## src/rtl/instr_encoder_pkg.sv

```systemverilog
// Shared instruction encoding: opcodes, encoder request kinds/states and the word packer.
// INSTR_ENC_LI8_EN adds the LI8_HI encoder state used by the 8-bit literal expansion.
package instr_encoder_pkg;

    localparam int INSTR_W = 9;

    typedef enum logic [4:0] {
        litl = 5'h00,
        lith = 5'h01,
        movx = 5'h0E,
        incr = 5'h12,
        func = 5'h1F
    } OP;

    typedef enum logic [1:0] {
        done = 2'b11
    } functions;

    typedef enum logic [1:0] {
        RAW = 2'd0,
        LI8 = 2'd1,
        END = 2'd2,
        RSV = 2'd3
    } enc_kind;

    typedef enum logic [1:0] {
        ST_IDLE   = 2'd0,
        ST_LOAD   = 2'd1,
`ifdef INSTR_ENC_LI8_EN
        ST_LI8_HI = 2'd3,
`endif
        ST_DONE   = 2'd2
    } enc_state_e;

    function automatic logic [INSTR_W-1:0] enc_word(input OP op, input logic [3:0] arg);
        return {op, arg};
    endfunction

    localparam logic [INSTR_W-1:0] TERM_WORD = enc_word(func, {2'b00, done});

endpackage

```

## src/rtl/instr_encoder.sv

```systemverilog
// Program writer: encodes symbolic requests into 9-bit words written to instruction memory.
// Latency: accept at edge n -> write strobe/address/data valid in cycle n+1; LI8 adds a second word at n+2.
// Backpressure: in_ready low outside LOAD, during the LI8_HI cycle and whenever start is high (INSTR_ENC_LI8_EN enables LI8).
module instr_encoder
    import instr_encoder_pkg::*;
#(
    parameter int ADDR_W = 8
) (
    input  logic                clk,
    input  logic                reset,
    input  logic                start,
    input  logic                in_valid,
    output logic                in_ready,
    input  logic [1:0]          in_kind,
    input  logic [4:0]          in_op,
    input  logic [7:0]          in_arg,
    output logic                wr_en,
    output logic [ADDR_W-1:0]   wr_addr,
    output logic [INSTR_W-1:0]  wr_data,
    output logic                busy,
    output logic                done,
    output logic                err,
    output logic [ADDR_W:0]     count
);

    localparam int DEPTH = 2**ADDR_W;
    // The last slot is always kept free so the END terminator can land.
    localparam logic [ADDR_W:0] RAW_LIM = (ADDR_W+1)'(DEPTH - 2);

    enc_state_e             state_q, state_d;
    logic [ADDR_W:0]        ptr_q, ptr_d;
    logic                   err_q, err_d;
    logic                   wr_en_q, wr_en_d;
    logic [ADDR_W-1:0]      wr_addr_q, wr_addr_d;
    logic [INSTR_W-1:0]     wr_data_q, wr_data_d;
    logic                   do_wr;
    logic [INSTR_W-1:0]     word;
    logic                   accept;

`ifdef INSTR_ENC_LI8_EN
    localparam logic [ADDR_W:0] LI8_LIM = (ADDR_W+1)'(DEPTH - 3);
    logic [3:0]             nib_q, nib_d;
`else
    logic                   unused_arg_hi;
    assign unused_arg_hi = ^in_arg[7:4];
`endif

    assign in_ready = (state_q == ST_LOAD) && !start;
    assign accept   = in_valid && in_ready;

    always_comb begin
        state_d   = state_q;
        ptr_d     = ptr_q;
        err_d     = err_q;
        wr_en_d   = 1'b0;
        wr_addr_d = wr_addr_q;
        wr_data_d = wr_data_q;
        do_wr     = 1'b0;
        word      = '0;
`ifdef INSTR_ENC_LI8_EN
        nib_d     = nib_q;
`endif
        if (start) begin
            state_d = ST_LOAD;
            ptr_d   = '0;
            err_d   = 1'b0;
        end else begin
            case (state_q)
                ST_LOAD: begin
                    if (accept) begin
                        case (enc_kind'(in_kind))
                            RAW: begin
                                if (ptr_q <= RAW_LIM) begin
                                    do_wr = 1'b1;
                                    word  = enc_word(OP'(in_op), in_arg[3:0]);
                                end else begin
                                    err_d = 1'b1;
                                end
                            end
`ifdef INSTR_ENC_LI8_EN
                            LI8: begin
                                if (ptr_q <= LI8_LIM) begin
                                    do_wr   = 1'b1;
                                    word    = enc_word(litl, in_arg[3:0]);
                                    nib_d   = in_arg[7:4];
                                    state_d = ST_LI8_HI;
                                end else begin
                                    err_d = 1'b1;
                                end
                            end
`endif
                            END: begin
                                do_wr   = 1'b1;
                                word    = TERM_WORD;
                                state_d = ST_DONE;
                            end
                            default: err_d = 1'b1;
                        endcase
                    end
                end
`ifdef INSTR_ENC_LI8_EN
                ST_LI8_HI: begin
                    do_wr   = 1'b1;
                    word    = enc_word(lith, nib_q);
                    state_d = ST_LOAD;
                end
`endif
                default: ;
            endcase
        end

        if (do_wr) begin
            wr_en_d   = 1'b1;
            wr_addr_d = ptr_q[ADDR_W-1:0];
            wr_data_d = word;
            ptr_d     = ptr_q + (ADDR_W+1)'(1);
        end
    end

    always_ff @(posedge clk or posedge reset) begin
        if (reset) begin
            state_q   <= ST_IDLE;
            ptr_q     <= '0;
            err_q     <= 1'b0;
            wr_en_q   <= 1'b0;
            wr_addr_q <= '0;
            wr_data_q <= '0;
`ifdef INSTR_ENC_LI8_EN
            nib_q     <= '0;
`endif
        end else begin
            state_q   <= state_d;
            ptr_q     <= ptr_d;
            err_q     <= err_d;
            wr_en_q   <= wr_en_d;
            wr_addr_q <= wr_addr_d;
            wr_data_q <= wr_data_d;
`ifdef INSTR_ENC_LI8_EN
            nib_q     <= nib_d;
`endif
        end
    end

    assign wr_en   = wr_en_q;
    assign wr_addr = wr_addr_q;
    assign wr_data = wr_data_q;
    assign err     = err_q;
    assign count   = ptr_q;
    assign done    = (state_q == ST_DONE);
`ifdef INSTR_ENC_LI8_EN
    assign busy    = (state_q == ST_LOAD) || (state_q == ST_LI8_HI);
`else
    assign busy    = (state_q == ST_LOAD);
`endif

endmodule

```

## config.mk

```make
export PLATFORM = sky130hd
export DESIGN_NAME = instr_encoder
export DESIGN_NICKNAME = d
export VERILOG_FILES = /design/src/rtl/instr_encoder_pkg.sv /design/src/rtl/instr_encoder.sv
export SDC_FILE = /design/constraint.sdc
export NUM_CORES = 1
export LEC_CHECK = 0
export BUFFER_PORTS_ARGS = -buffer_cell sky130_fd_sc_hd__buf_2
export CORE_ASPECT_RATIO = 1.5
export CORE_MARGIN = 2
export CORE_UTILIZATION = 40
export DETAILED_ROUTE_END_ITERATION = 8
export HOLD_SLACK_MARGIN = 0.15
export PLACE_DENSITY = 0.65
export SYNTH_ARGS = -nofsm -noshare
export SYNTH_HDL_FRONTEND = slang
export SYNTH_SLANG_ARGS = --single-unit
```

## constraint.sdc

```tcl
create_clock -name clk -period 2.3 [get_ports clk]
set_input_delay 0 -clock clk [delete_from_list [all_inputs] [get_ports clk]]
set_output_delay 0 -clock clk [all_outputs]
set_load 0.02 [all_outputs]
```

======== Yosys cells after proc, flatten, opt, wreduce, memory -nomap -nowiden ========
Cells that the tools add are included.
cells by class
  eq/ne operators ......................... 5
  add/subtract/negate cells ............... 1
  mux-type cells .......................... 22
  reductions and logical operators ........ 10
  $lt $le $gt $ge ......................... 1
operator list
  operator               count
  $mux W9                6
  $pmux W9 S2            1
  $add A9 B1 Y9 const B  1
  $le A9 B8 Y1 const B   1
  $mux W1                9
  $mux W2                4
  $reduce_bool A2 Y1     4
  $eq A2 B2 Y1 const B   2
  $pmux W1 S2            2
  $reduce_and A4 Y1      1
  $ne A3 B3 Y1 const B   1
  $reduce_and A3 Y1      1
  $eq A2 B1 Y1 const B   1
  $logic_and A1 B1 Y1    2
  $logic_not A2 Y1       1
  $ne A2 B2 Y1 const B   1
  $logic_not A1 Y1       1
storage, ports and cells
  input bits .............................. 19
  output and inout bits ................... 31
  word-level logic and storage cells ...... 45
  register bits after elaboration ......... 30

======== Depth between registers and ports, before layout ========
  depth after elaboration ................. 7
  mapped depth ............................ 7
  depth with buffers taken out ............ 6

======== Worst setup path before layout ========
Ideal clock, no wire load.
  kind .................................... register -> register
  start point ............................. reg ptr_q[0] (netlist: count[0])
  end point ............................... reg ptr_q[6] (netlist: count[6])
  library setup time ...................... 0.128 ns
  path buffers ............................ 1
  setup slack ............................. 0.382 ns
  data arrival time ....................... 1.790 ns
  stages on the path, launching flop included .. 8
  required time ........................... 2.172 ns
  clock period less this slack ............ 1.918 ns
  path through ............................ dfrtp_1 inv_1 ha_1 nand4b_1 nor3_4 buf_6 nor3_1 mux2_1
on the way
  longest elaborated chain between the ends .. 7
  elaborated cells on any way between the ends .. 9
  classes of those cells .................. add/sub: 1; order compare: 1; mux: 6; reduce/logical: 1
RTL lines
  item                                                  line                  RTL
  start, declared                                       instr_encoder.sv:31   logic [ADDR_W:0] ptr_q, ptr_d;
  start signal, assigned                                instr_encoder.sv:133  ptr_q <= ptr_d;
  $le A9 B8 Y1                                          instr_encoder.sv:73   if (ptr_q <= RAW_LIM) begin
  $mux W1                                               instr_encoder.sv:73
  $pmux W1 S2                                           instr_encoder.sv:71   case (enc_kind'(in_kind))
  $mux W1                                               instr_encoder.sv:70   if (accept) begin
  $mux W1                                               instr_encoder.sv:68   case (state_q)
  $mux W1                                               instr_encoder.sv:63   if (start) begin
  $mux W9 / $reduce_bool A2 Y1 (equally long branches)  -
Parallel ways exist; a longest one is shown, timed or not.
A chain may end at the register's enable or synchronous reset.

======== Final worst setup path ========
  start point ............................. reg ptr_q[0] (netlist: count[0])
  end point ............................... reg wr_addr_q[5] (netlist: wr_addr[5])
on the way
  longest elaborated chain between the ends .. 6
RTL lines
  item                  line                  RTL
  $le A9 B8 Y1          instr_encoder.sv:73
  $mux W1               instr_encoder.sv:73
  $pmux W1 S2           instr_encoder.sv:71
  $mux W1               instr_encoder.sv:70
  $mux W1               instr_encoder.sv:68
  $mux W1               instr_encoder.sv:63
  end signal, assigned  instr_encoder.sv:136  wr_addr_q <= wr_addr_d;
  end, declared         instr_encoder.sv:34   logic [ADDR_W-1:0] wr_addr_q, wr_addr_d;
Every way passes these cells.

==> reports/qor.txt <==
Post-DP HPWL - 2290 um
WP data arrival - 2.34 ns
CP Class - register to register
Int Power - 881 uW
Placer congestion estimate - 0.752
Vias in the first global route - 1,250
Share of cells above drive strength 1 - 35.6%
FILL cells - 316
Net Sw Power - 347 uW
Initial core utilization - 41.3%
Leak - 0.992 nW
Die Ht - 78.8 um
CTS tree - done
Hold Path Stages - 5
Core Area - 3610 um^2
EDFF count, synth - 0
Sequential-to-total area share from yosys stat - 50.3%
Max IR drop VDD - 0.000481 V
Worst r2r src - count[0]$_DFFE_PP0P_
CP max FO - 18
Top layer in use - met4
ANT cells - 0
Yosys warns - 0
Num rows - 27
DRT met1 WL - 1370 um
Post-synth net total - 156
Final ANT Viol Nets - 0
Clock Root Buffer - clkbuf_8
Drt drc - 0
Final Hold Viols - 0
Worst EP required - 2.46 ns
Wire length per cell - 13.9 um
Ports - 50
Crit Reg-Reg Endpoint - wr_addr[5]$_DFFE_PP0P_
Unique masters post-synth - 32
Setup_tns - 0 ns
Slew Limit Fails - 0
Synth Flop Type - dfrtp_1
Status - finished clean
Sequential share of power - 48.4%
Commonest non-fill, non-tap cell in the layout - buf_2
Chip width - 53.9 um
CTS Buf Count - 5
H-Tree Depth - 2
Most frequent cells in the layout - 45 x buf_2, 30 x dfrtp_1, 18 x nor2_1
Hold Crit Start - in_kind[0]
Slew Limit Headroom - 34.5%
Hold_buf cts - 15
Clock net sink count - 30
First-pass GRT wire length - 5550 um
Setup repair after global routing missed its margin - no
Final setup violation count - 0
Synth Cell Area - 1490 um^2
Clk slew on worst S/H paths - 0.06 ns
Worst skew pair latency - 0.28 ns
Post-synth ARST share - 100%
Max Cap Violations - 0
Hold WC Path Type - input port to register
Tot GR Track Use - 18.2%
Comb power frac - 20.6%
Post-CTS setup buffers - 0
Synth-to-layout area growth - 33.6%
Sw frac - 28.3%
Cells after synthesis - 135
Worst Clk Skew - 0.00500 ns
Max Freq - 0.459 GHz
Initial antenna violation count - 0
Worst Tran Pin Value - 0.979 ns
Hold_ws - 0.292 ns
Worst Hold End - wr_data[4]$_DFFE_PP0P_
Port Buffers - 45
DRT iter0 DRCs - 21
Pin count of the biggest net entering global routing - 31
Fin crit share - 94.7%
GR Overflow Total - 0
Clock power share - 31.0%
FF-to-FF path depth - 6
Syn avg cell area - 11.0 um^2
Drt pass-1 iters - 4
WL met2 - 1760 um
Setup slack, reg-to-reg - 0.12 ns
Pwr/cell area - 616 nW/um^2
Nets - 223
Total Wirelength - 3410 um
Die Area - 4240 um^2
PostCTS Resize Cnt - 0
Vias per cell - 4.99
Vias post-DR - 1,222
Startpoint types - register
Met3 Wirelength - 225 um
Flops & latches, synth - 30
Clock Path Buffers - 2
Crit end category - register
Tmin final - 2.18 ns
==> synth_stat cells (3+ instances only) <==
cell     count  area, um^2
nand4_1      3        18.8
dfrtp_1     30         751
mux2i_1      9        90.1
a21oi_1      5        25.0
buf_6        3        33.8
mux2_2      11         124
inv_1       13        48.8
nor2b_1      7        43.8
nor2_1      18        67.6
nand3_1      6        30.0
==> sequential cells by signal, indices dropped and copies added (netlist names) <==
| signal | flops |
|---|---|
| count | 9 |
| err | 1 |
| state_q | 2 |
| wr_addr | 8 |
| wr_data | 9 |
| wr_en | 1 |
==> worst max-delay path: stages (launching register included) <==
cell and delay, ns:
dfrtp_1 0.38, inv_1 0.08, ha_1 0.13, nand4b_1 0.18, nor3_4 0.06, nor3_4 0.80
mux2_2 0.42
==> final cells by class <==
| cell class | count | area [um^2] | area share, % |
|---|---|---|---|
| sequential | 30 | 751 | 37.7 |
| tap | 43 | 53.8 | 2.70 |
| inverter | 13 | 48.8 | 2.45 |
| timing repair buffer | 66 | 420 | 21.1 |
| multi-input combinational | 86 | 643 | 32.3 |
| clock buffer | 7 | 76.3 | 3.83 |
==> power by group through the flow <==
stage               registers [mW]  logic (mW)  clock network [mW]
floorplan                    0.660      0.0908                   0
CTS                          0.593       0.254               0.397
global placement             0.600       0.227                   0
global route                 0.598       0.280               0.421
detailed placement           0.603       0.234                   0
finish                       0.594       0.253               0.381
==> kinds of logic (layout without fill, tap and decap cells) <==
family / Yosys count / in the layout / synth area share, %
adder cells (fa/ha/maj): 2 / 2 / 1.68
AND/OR/NAND/NOR: 50 / 50 / 20.7
AO/OA/AOI/OAI: 13 / 13 / 5.62
flip-flops: 30 / 30 / 50.3
buffers and inverters: 19 / 86 / 6.54
multiplexers: 21 / 21 / 15.1
==> worst max path at each step <==
stage | end | slack, ns | cells after the start | start
6_report | wr_addr[5]$_DFFE_PP0P_ | 0.12 | 6 | count[0]$_DFFE_PP0P_
5_1_grt | wr_addr[5]$_DFFE_PP0P_ | 0.002 | 6 | count[0]$_DFFE_PP0P_
4_1_cts | wr_addr[5]$_DFFE_PP0P_ | 0.08 | 6 | count[0]$_DFFE_PP0P_
3_5_place_dp | wr_addr[5]$_DFFE_PP0P_ | 0.09 | 6 | count[0]$_DFFE_PP0P_
3_3_place_gp | wr_addr[1]$_DFFE_PP0P_ | 0.15 | 6 | count[0]$_DFFE_PP0P_
2_1_floorplan | count[6]$_DFFE_PP0P_ | 0.38 | 7 | count[0]$_DFFE_PP0P_
==> stage by stage <==
stage | power [mW] | utilization (%) | std cells | cell area, um^2 | setup slack [ns]
CTS | 1.24 | 55.1 | 245 | 1990 | 0.0769
global route | 1.30 | 55.1 | 245 | 1990 | 0.00166
floorplan | 0.751 | - | 135 | 1490 | 0.382
global placement | 0.827 | 48.9 | 223 | 1770 | 0.152
finish | 1.23 | 55.1 | 245 | 1990 | 0.122
detailed placement | 0.836 | 48.9 | 223 | 1770 | 0.0938
==> layer usage <==
metal	track usage (%)	up-vias
met5	0	-
met4	7.69	0
met3	4.51	7
met2	32.2	44
met1	19.5	569
li1	-	602
Power figures use the tool's default switching activity.
